`src/rtl/ctrl_fsm_if.sv`:
```
// ctrl_fsm_if
//   Groups the instruction/flag inputs and the control strobes that pass
//   between the multi-cycle control unit and the datapath.
//   master : control unit (consumes instr/zero, drives every strobe)
//   slave  : datapath side (drives instr/zero, consumes every strobe)
//   Signals:
//     instr      16      IR contents
//     zero       1       registered ALU zero flag
//     inc_PC     1       PC+1 at this edge
//     pc_src     1       PC <= next_addr at this edge
//     halt       1       PC holds
//     next_addr  ADDR_W  branch/jump target
//     ir_load    1       IR <= imem[pc]
//     mem_read   1       data memory read strobe
//     mem_write  1       data memory write strobe
//     reg_write  1       register file write
//     wb_sel     2       00 ALU, 01 mem data, 10 immediate
//     alu_op     4       0 ADD, 1 SUB, 2 AND, 3 OR
//     retire     1       final-state pulse of an instruction
//     illegal    1       sticky undefined-opcode flag
interface ctrl_fsm_if #(
    parameter int ADDR_W = 8
);
    logic [15:0]       instr;
    logic              zero;
    logic              inc_PC;
    logic              pc_src;
    logic              halt;
    logic [ADDR_W-1:0] next_addr;
    logic              ir_load;
    logic              mem_read;
    logic              mem_write;
    logic              reg_write;
    logic [1:0]        wb_sel;
    logic [3:0]        alu_op;
    logic              retire;
    logic              illegal;

    modport master (
        input  instr, zero,
        output inc_PC, pc_src, halt, next_addr, ir_load, mem_read, mem_write,
               reg_write, wb_sel, alu_op, retire, illegal
    );

    modport slave (
        output instr, zero,
        input  inc_PC, pc_src, halt, next_addr, ir_load, mem_read, mem_write,
               reg_write, wb_sel, alu_op, retire, illegal
    );
endinterface

```
`src/rtl/ctrl_fsm.sv`:
```
// ctrl_fsm
//   Multi-cycle control unit. Steps each 16-bit instruction through
//   FETCH / DECODE / EXEC / MEM / WB and drives the PC, IR, data memory,
//   register file and ALU control strobes. Undefined opcodes set a sticky
//   illegal flag and either halt or behave as NOP (ILLEGAL_HALTS).
//   Ports:
//     clk    in  single clock, all state changes on posedge
//     reset  in  synchronous, active-high; forces every output to 0
//     bus    ctrl_fsm_if.master  instruction/flag inputs and control strobes
module ctrl_fsm #(
    parameter int ADDR_W        = 8,
    parameter bit ILLEGAL_HALTS = 1'b1
) (
    input  logic        clk,
    input  logic        reset,
    ctrl_fsm_if.master  bus
);

    typedef enum logic [2:0] {
        S_FETCH  = 3'd0,
        S_DECODE = 3'd1,
        S_EXEC   = 3'd2,
        S_MEM    = 3'd3,
        S_WB     = 3'd4,
        S_HALTED = 3'd5
    } state_t;

    localparam logic [3:0] OP_NOP = 4'h0;
    localparam logic [3:0] OP_ADD = 4'h1;
    localparam logic [3:0] OP_SUB = 4'h2;
    localparam logic [3:0] OP_AND = 4'h3;
    localparam logic [3:0] OP_OR  = 4'h4;
    localparam logic [3:0] OP_LDI = 4'h5;
    localparam logic [3:0] OP_LD  = 4'h6;
    localparam logic [3:0] OP_ST  = 4'h7;
    localparam logic [3:0] OP_JMP = 4'h8;
    localparam logic [3:0] OP_BEQ = 4'h9;
    localparam logic [3:0] OP_BNE = 4'hA;
    localparam logic [3:0] OP_HLT = 4'hF;

    localparam logic [3:0] ALU_ADD = 4'd0;
    localparam logic [3:0] ALU_SUB = 4'd1;
    localparam logic [3:0] ALU_AND = 4'd2;
    localparam logic [3:0] ALU_OR  = 4'd3;

    state_t     state_reg, state_next;
    logic       illegal_reg;
    logic       set_illegal;
    logic [3:0] opcode;

    // Raw decoded strobes; gated with reset below so nothing escapes
    // during a reset cycle.
    logic       inc_pc_c, pc_src_c, halt_c, ir_load_c;
    logic       mem_read_c, mem_write_c, reg_write_c, retire_c;
    logic [1:0] wb_sel_c;
    logic [3:0] alu_op_c;

    // instr is stable from DECODE until the next FETCH, so the opcode is
    // decoded straight from it in every state rather than latched.
    assign opcode = bus.instr[15:12];

    always_ff @(posedge clk) begin
        if (reset) begin
            state_reg   <= S_FETCH;
            illegal_reg <= 1'b0;
        end else begin
            state_reg <= state_next;
            if (set_illegal) begin
                illegal_reg <= 1'b1;
            end
        end
    end

    always_comb begin
        state_next  = state_reg;
        set_illegal = 1'b0;
        inc_pc_c    = 1'b0;
        pc_src_c    = 1'b0;
        halt_c      = 1'b0;
        ir_load_c   = 1'b0;
        mem_read_c  = 1'b0;
        mem_write_c = 1'b0;
        reg_write_c = 1'b0;
        retire_c    = 1'b0;
        wb_sel_c    = 2'b00;
        alu_op_c    = ALU_ADD;

        case (state_reg)
            S_FETCH: begin
                ir_load_c  = 1'b1;
                inc_pc_c   = 1'b1;
                state_next = S_DECODE;
            end

            S_DECODE: begin
                case (opcode)
                    OP_NOP: begin
                        retire_c   = 1'b1;
                        state_next = S_FETCH;
                    end
                    OP_LDI: state_next = S_WB;
                    OP_ADD, OP_SUB, OP_AND, OP_OR,
                    OP_LD, OP_ST, OP_JMP, OP_BEQ, OP_BNE: state_next = S_EXEC;
                    OP_HLT: state_next = S_HALTED;
                    default: begin
                        set_illegal = 1'b1;
                        if (ILLEGAL_HALTS) begin
                            state_next = S_HALTED;
                        end else begin
                            retire_c   = 1'b1;
                            state_next = S_FETCH;
                        end
                    end
                endcase
            end

            S_EXEC: begin
                state_next = S_FETCH;
                case (opcode)
                    OP_ADD: begin alu_op_c = ALU_ADD; state_next = S_WB; end
                    OP_SUB: begin alu_op_c = ALU_SUB; state_next = S_WB; end
                    OP_AND: begin alu_op_c = ALU_AND; state_next = S_WB; end
                    OP_OR:  begin alu_op_c = ALU_OR;  state_next = S_WB; end
                    // Memory address is base + offset, formed by an ADD.
                    OP_LD, OP_ST: begin
                        alu_op_c   = ALU_ADD;
                        state_next = S_MEM;
                    end
                    OP_JMP: begin pc_src_c = 1'b1;      retire_c = 1'b1; end
                    OP_BEQ: begin pc_src_c = bus.zero;  retire_c = 1'b1; end
                    OP_BNE: begin pc_src_c = ~bus.zero; retire_c = 1'b1; end
                    default: state_next = S_FETCH;
                endcase
            end

            S_MEM: begin
                if (opcode == OP_LD) begin
                    mem_read_c = 1'b1;
                    state_next = S_WB;
                end else if (opcode == OP_ST) begin
                    mem_write_c = 1'b1;
                    retire_c    = 1'b1;
                    state_next  = S_FETCH;
                end else begin
                    state_next = S_FETCH;
                end
            end

            S_WB: begin
                reg_write_c = 1'b1;
                retire_c    = 1'b1;
                state_next  = S_FETCH;
                if (opcode == OP_LD) begin
                    wb_sel_c = 2'b01;
                end else if (opcode == OP_LDI) begin
                    wb_sel_c = 2'b10;
                end
            end

            S_HALTED: begin
                halt_c = 1'b1;
            end

            // Unused state encodings fall back into the fetch cycle.
            default: state_next = S_FETCH;
        endcase
    end

    assign bus.inc_PC    = inc_pc_c    & ~reset;
    assign bus.pc_src    = pc_src_c    & ~reset;
    assign bus.halt      = halt_c      & ~reset;
    assign bus.ir_load   = ir_load_c   & ~reset;
    assign bus.mem_read  = mem_read_c  & ~reset;
    assign bus.mem_write = mem_write_c & ~reset;
    assign bus.reg_write = reg_write_c & ~reset;
    assign bus.retire    = retire_c    & ~reset;
    assign bus.illegal   = illegal_reg & ~reset;
    assign bus.wb_sel    = reset ? 2'b00 : wb_sel_c;
    assign bus.alu_op    = reset ? 4'd0  : alu_op_c;
    assign bus.next_addr = reset ? '0    : bus.instr[ADDR_W-1:0];

endmodule

```
`src/flat_wrapper.sv`:
```
// flat-port wrapper written by rule: the top's interface ports become plain ports
module ctrl_fsm_flat 
#(
    parameter int ADDR_W        = 8,
    parameter bit ILLEGAL_HALTS = 1'b1
)
  (clk, reset, bus_instr, bus_zero, bus_inc_PC, bus_pc_src, bus_halt, bus_next_addr, bus_ir_load, bus_mem_read, bus_mem_write, bus_reg_write, bus_wb_sel, bus_alu_op, bus_retire, bus_illegal);
  ctrl_fsm_if #(.ADDR_W(ADDR_W)) bus_i ();
  input  logic clk;
  input  logic reset;
  input wire logic [$bits(bus_i.instr)-1:0] bus_instr;
  input wire logic [$bits(bus_i.zero)-1:0] bus_zero;
  output wire logic [$bits(bus_i.inc_PC)-1:0] bus_inc_PC;
  output wire logic [$bits(bus_i.pc_src)-1:0] bus_pc_src;
  output wire logic [$bits(bus_i.halt)-1:0] bus_halt;
  output wire logic [$bits(bus_i.next_addr)-1:0] bus_next_addr;
  output wire logic [$bits(bus_i.ir_load)-1:0] bus_ir_load;
  output wire logic [$bits(bus_i.mem_read)-1:0] bus_mem_read;
  output wire logic [$bits(bus_i.mem_write)-1:0] bus_mem_write;
  output wire logic [$bits(bus_i.reg_write)-1:0] bus_reg_write;
  output wire logic [$bits(bus_i.wb_sel)-1:0] bus_wb_sel;
  output wire logic [$bits(bus_i.alu_op)-1:0] bus_alu_op;
  output wire logic [$bits(bus_i.retire)-1:0] bus_retire;
  output wire logic [$bits(bus_i.illegal)-1:0] bus_illegal;
  assign bus_i.instr = bus_instr;
  assign bus_i.zero = bus_zero;
  assign bus_inc_PC = bus_i.inc_PC;
  assign bus_pc_src = bus_i.pc_src;
  assign bus_halt = bus_i.halt;
  assign bus_next_addr = bus_i.next_addr;
  assign bus_ir_load = bus_i.ir_load;
  assign bus_mem_read = bus_i.mem_read;
  assign bus_mem_write = bus_i.mem_write;
  assign bus_reg_write = bus_i.reg_write;
  assign bus_wb_sel = bus_i.wb_sel;
  assign bus_alu_op = bus_i.alu_op;
  assign bus_retire = bus_i.retire;
  assign bus_illegal = bus_i.illegal;
  ctrl_fsm #(.ADDR_W(ADDR_W), .ILLEGAL_HALTS(ILLEGAL_HALTS)) u_core (.clk(clk), .reset(reset), .bus(bus_i));
endmodule
```
`config.mk`:
```
export PLATFORM = sky130hd
export DESIGN_NAME = ctrl_fsm_flat
export DESIGN_NICKNAME = d
export VERILOG_FILES = /design/src/rtl/ctrl_fsm_if.sv /design/src/rtl/ctrl_fsm.sv /design/src/flat_wrapper.sv
export SDC_FILE = /design/constraint.sdc
export NUM_CORES = 1
export LEC_CHECK = 0
export BUFFER_PORTS_ARGS = -buffer_cell sky130_fd_sc_hd__buf_4
export CORE_AREA = 8 8 49 51
export CTS_BUF_LIST = sky130_fd_sc_hd__clkbuf_8 sky130_fd_sc_hd__clkbuf_16
export DETAILED_ROUTE_END_ITERATION = 16
export DIE_AREA = 0 0 57 59
export PLACE_DENSITY = 0.83
export SETUP_SLACK_MARGIN = 0.02
export SLEW_MARGIN = 20
export SYNTH_ARGS = -nofsm -noshare
export SYNTH_HDL_FRONTEND = slang
export SYNTH_SLANG_ARGS = --single-unit
```
`constraint.sdc`:
```
create_clock -name clk -period 2 [get_ports clk]
set_clock_uncertainty 0.15 [all_clocks]
set_input_delay 0.2 -clock clk [delete_from_list [all_inputs] [get_ports clk]]
set_output_delay 0.2 -clock clk [all_outputs]
set_load 0.05 [all_outputs]
```
==> key figures <==
Status
  • Run status: finished clean

Finish
  • Synth-to-layout area growth: 57.63%
  • Diode count: 0
  • Share of layout cells above drive strength 1: a little over half
  • Layout Utilization: between 60 and 70%
  • Non-Filler Instances: ~140
  • Finished Cell Area: 1033 um2
  • Max reg flops: 3
  • Fillers: ~140
  • Nets@finish: roughly 140

Power and ir drop
  • VDD IR-drop max: between 200 and 300 uV
  • Switch share: between 30% and 40%
  • Clock group share of total power: 32.4%
  • Sequential Power Share: 19.4%
  • Internal power: ~320 uW
  • Lkg Pwr: ~0.42 nW
  • Power, Total: 524.4 uW
  • Psw: between 200 and 250 uW
  • Gate power share: about half
  • Power density cells: between 500 and 600 nW/um2

Place
  • Post-DP HPWL: 1547 um
  • RD Place Congestion: roughly 0.75
  • Placed Instance Area: approximately 950 um2
  • Placed Cells incl. Taps: 130
  • Port Buffers: 35
  • Dpl ws: about 0.15 ns

Logic synthesis
  • Asr flop ratio synth: 0%
  • Top FF cell, synth: dfxtp_1
  • Sequential-to-total area share from yosys stat: 12.21%
  • Syn Std Cell Area: about 660 um2
  • Post-synth EDFFs: 0
  • Average size of a mapped cell: slightly below 8 um2
  • Cell count after synthesis: 84
  • #FFs+latches synth: 4
  • Synth unique cells: 40
  • Ys Warns: 0

Global routing
  • First-pass GRT wire length: roughly 3300 um
  • Grt ovf: 0
  • Vias in the first global route: ~730
  • Antenna violations before repair: 0
  • Pin count of the biggest net entering global routing: 21
  • GRT Util Overall: 11.62%

Timing
  • Tcrit/Tclk final: a little over nine tenths
  • Fin Hold WS: approximately 0.17 ns
  • Final worst slack: roughly 0.037 ns
  • Fmax: roughly 510 MHz
  • Setup TNS: 0 ns
  • Final Hold Vio Count: 0
  • RSZ-0062 raised after global routing: yes
  • Final max-slew violation count: 0
  • Final min period: between 1.5 and 2 ns
  • Count of final setup violators: 0

Clock network
  • Htree depth: 1
  • Clock root cell: clkbuf_8
  • CTS tree: built
  • CTS max path bufs: 2
  • Clk slew on worst S/H paths: 0.03 ns
  • CTS buffer count: 3
  • Post-CTS Hold Buffers: 0
  • Clk_lat worst skew: ~0.22 ns
  • Num Clock Sinks: 4

Hold path
  • Hold Startpoint: reset
  • Worst Hold Class: in2reg
  • Hold Path Sink: u_core.illegal_reg
  • Worst hold stages: 2

Setup path
  • Crit-path max FO: 9
  • Endpoint kind of the worst setup timing path: output pin
  • Critical Setup Path Class: reg2out
  • Critical path required time: 1.65 ns
  • Setup slack, reg-to-reg: 0.32 ns
  • Critical path arrival: ~1.6 ns
  • FF-to-FF End: u_core.state_reg[1]
  • CP top delay family: simple AND/OR/NAND/NOR gates
  • Worst-path cell with the longest stage delay: or4_4
  • Type of origin of the critical path: flop
  • Worst r2r path cells: 5
  • WP buf/inv: 2
  • R2R Path Start: u_core.state_reg[1]
  • CP peak stage delay: roughly 0.5 ns
  • Cell chain of the critical path: buf_4, or4_4, nor3b_4, buf_6

Floorplan
  • Chip Width: between 50 and 60 um
  • # IOs: 42
  • Rows: 15
  • Initial Util: 39.70%
  • Core area: roughly 1700 um2
  • Die Y: between 50 and 60 um
  • Die area: around 3400 um2

Routing
  • Vias per Instance: 5.644
  • Initial DRC Count: 7
  • Routed via count: between 700 and 800
  • Post-detailed-route DRC marker count: 0
  • First drt pass iteration count: 4
  • Routed wire length: slightly above 2000 um
  • Routed Antenna Nets: 0
  • Wire per inst: between 15 and 20 um

Flow run
  • Max-cap violations: 0
==> how the worst max path moves through the flow <==
stage / start / end / slack (ns) / cells after the start
global route: u_core.state_reg[1] / bus_wb_sel[1] / 0.002 / 4
floorplan: u_core.state_reg[0] / bus_ir_load / -0.16 / 3
CTS: u_core.state_reg[1] / bus_wb_sel[1] / 0.01 / 4
global placement: u_core.state_reg[2] / bus_alu_op[0] / 0.15 / 4
detailed placement: u_core.state_reg[0] / bus_wb_sel[1] / 0.15 / 4
finish: u_core.state_reg[0] / bus_wb_sel[1] / 0.04 / 4
==> cell type report <==
| cell class | count | area, um2 | area share [%] |
|---|---|---|---|
| inverters | 3 | 13.76 | 1.332 |
| clock buffers | 3 | 41.29 | 3.995 |
| flip-flops and latches | 4 | 91.34 | 8.838 |
| well taps | 17 | 21.27 | 2.058 |
| multi-input cells | 67 | 546.8 | 52.91 |
| repair buffers | 41 | 319.1 | 30.87 |
==> timing repair <==
action,CTS,global route
cloned,0,0
buffers inserted,2,0
endpoints found under the setup margin,6,2
pin swaps,3,1
resized for setup,10,1
==> synth_stat cells, drive strengths merged, types with 2 or more instances <==
| library cell | count | share of area [%] |
|---|---|---|
| nor4 | 3 | 2.9 |
| a2111oi | 2 | 3.8 |
| nand3 | 2 | 1.5 |
| nand2b | 6 | 8.0 |
| nor2 | 5 | 2.9 |
| o2111ai | 2 | 2.7 |
| nor3b | 6 | 7.6 |
| nand2 | 3 | 1.7 |
| dfxtp | 4 | 12 |
| or4 | 3 | 4.0 |
| nor3 | 2 | 1.5 |
| buf | 11 | 14 |
| inv | 3 | 2.1 |
| nor2b | 11 | 10 |
| a21oi | 3 | 2.3 |
==> power by group through the flow <==
| stage | sequential, mW | combinational (mW) | clock [mW] |
|---|---|---|---|
| final | 0.102 | 0.252 | 0.170 |
| after global routing | 0.102 | 0.268 | 0.182 |
| after CTS | 0.101 | 0.252 | 0.175 |
| after detailed placement | 0.103 | 0.242 | 0 |
| after global placement | 0.103 | 0.239 | 0 |
| after floorplan | 0.0958 | 0.188 | 0 |
==> layer usage <==
| layer | GRT usage, % | wire (um) | vias up | share of wire (%) |
|---|---|---|---|---|
| met3 | 5.365 | 264 | 0 | 13 |
| met4 | 3.020 | 0 | 0 | 0 |
| li1 | - | - | 375 | - |
| met5 | 0 | 0 | - | 0 |
| met1 | 13.62 | 817 | 340 | 40 |
| met2 | 18.60 | 964 | 47 | 47 |
==> cell families (layout without fill, tap and decap cells) <==
| kind of cell | count (synthesis) | count (layout) | share of synthesized area, % |
|---|---|---|---|
| other | 1 | 2 | 0.5720 |
| and+or+nand+nor | 46 | 46 | 47.71 |
| DFF | 4 | 4 | 12.21 |
| buffers and inverters | 14 | 47 | 16.22 |
| AOI/OAI and AO/OA | 17 | 17 | 20.61 |
| xor gates and xnor gates | 2 | 2 | 2.672 |
==> cells in the final DEF, fill, tap and decap left out, types with 2 or more instances in the layout <==
| cell type | count |
|---|---|
| buf_4 | 38 |
| nor2b_1 | 11 |
| nand2b_1 | 4 |
| nor3b_1 | 4 |
| nor4_2 | 3 |
| nand2_1 | 3 |
| nor2_1 | 3 |
| a21oi_1 | 3 |
| clkbuf_8 | 3 |
| buf_6 | 3 |
| dfxtp_4 | 3 |
| nand2b_4 | 2 |
| or4_4 | 2 |
| nor2_2 | 2 |
| inv_1 | 2 |
| o2111ai_1 | 2 |
| nand3_1 | 2 |
| conb_1 | 2 |
(Power assumes the default switching activity.)
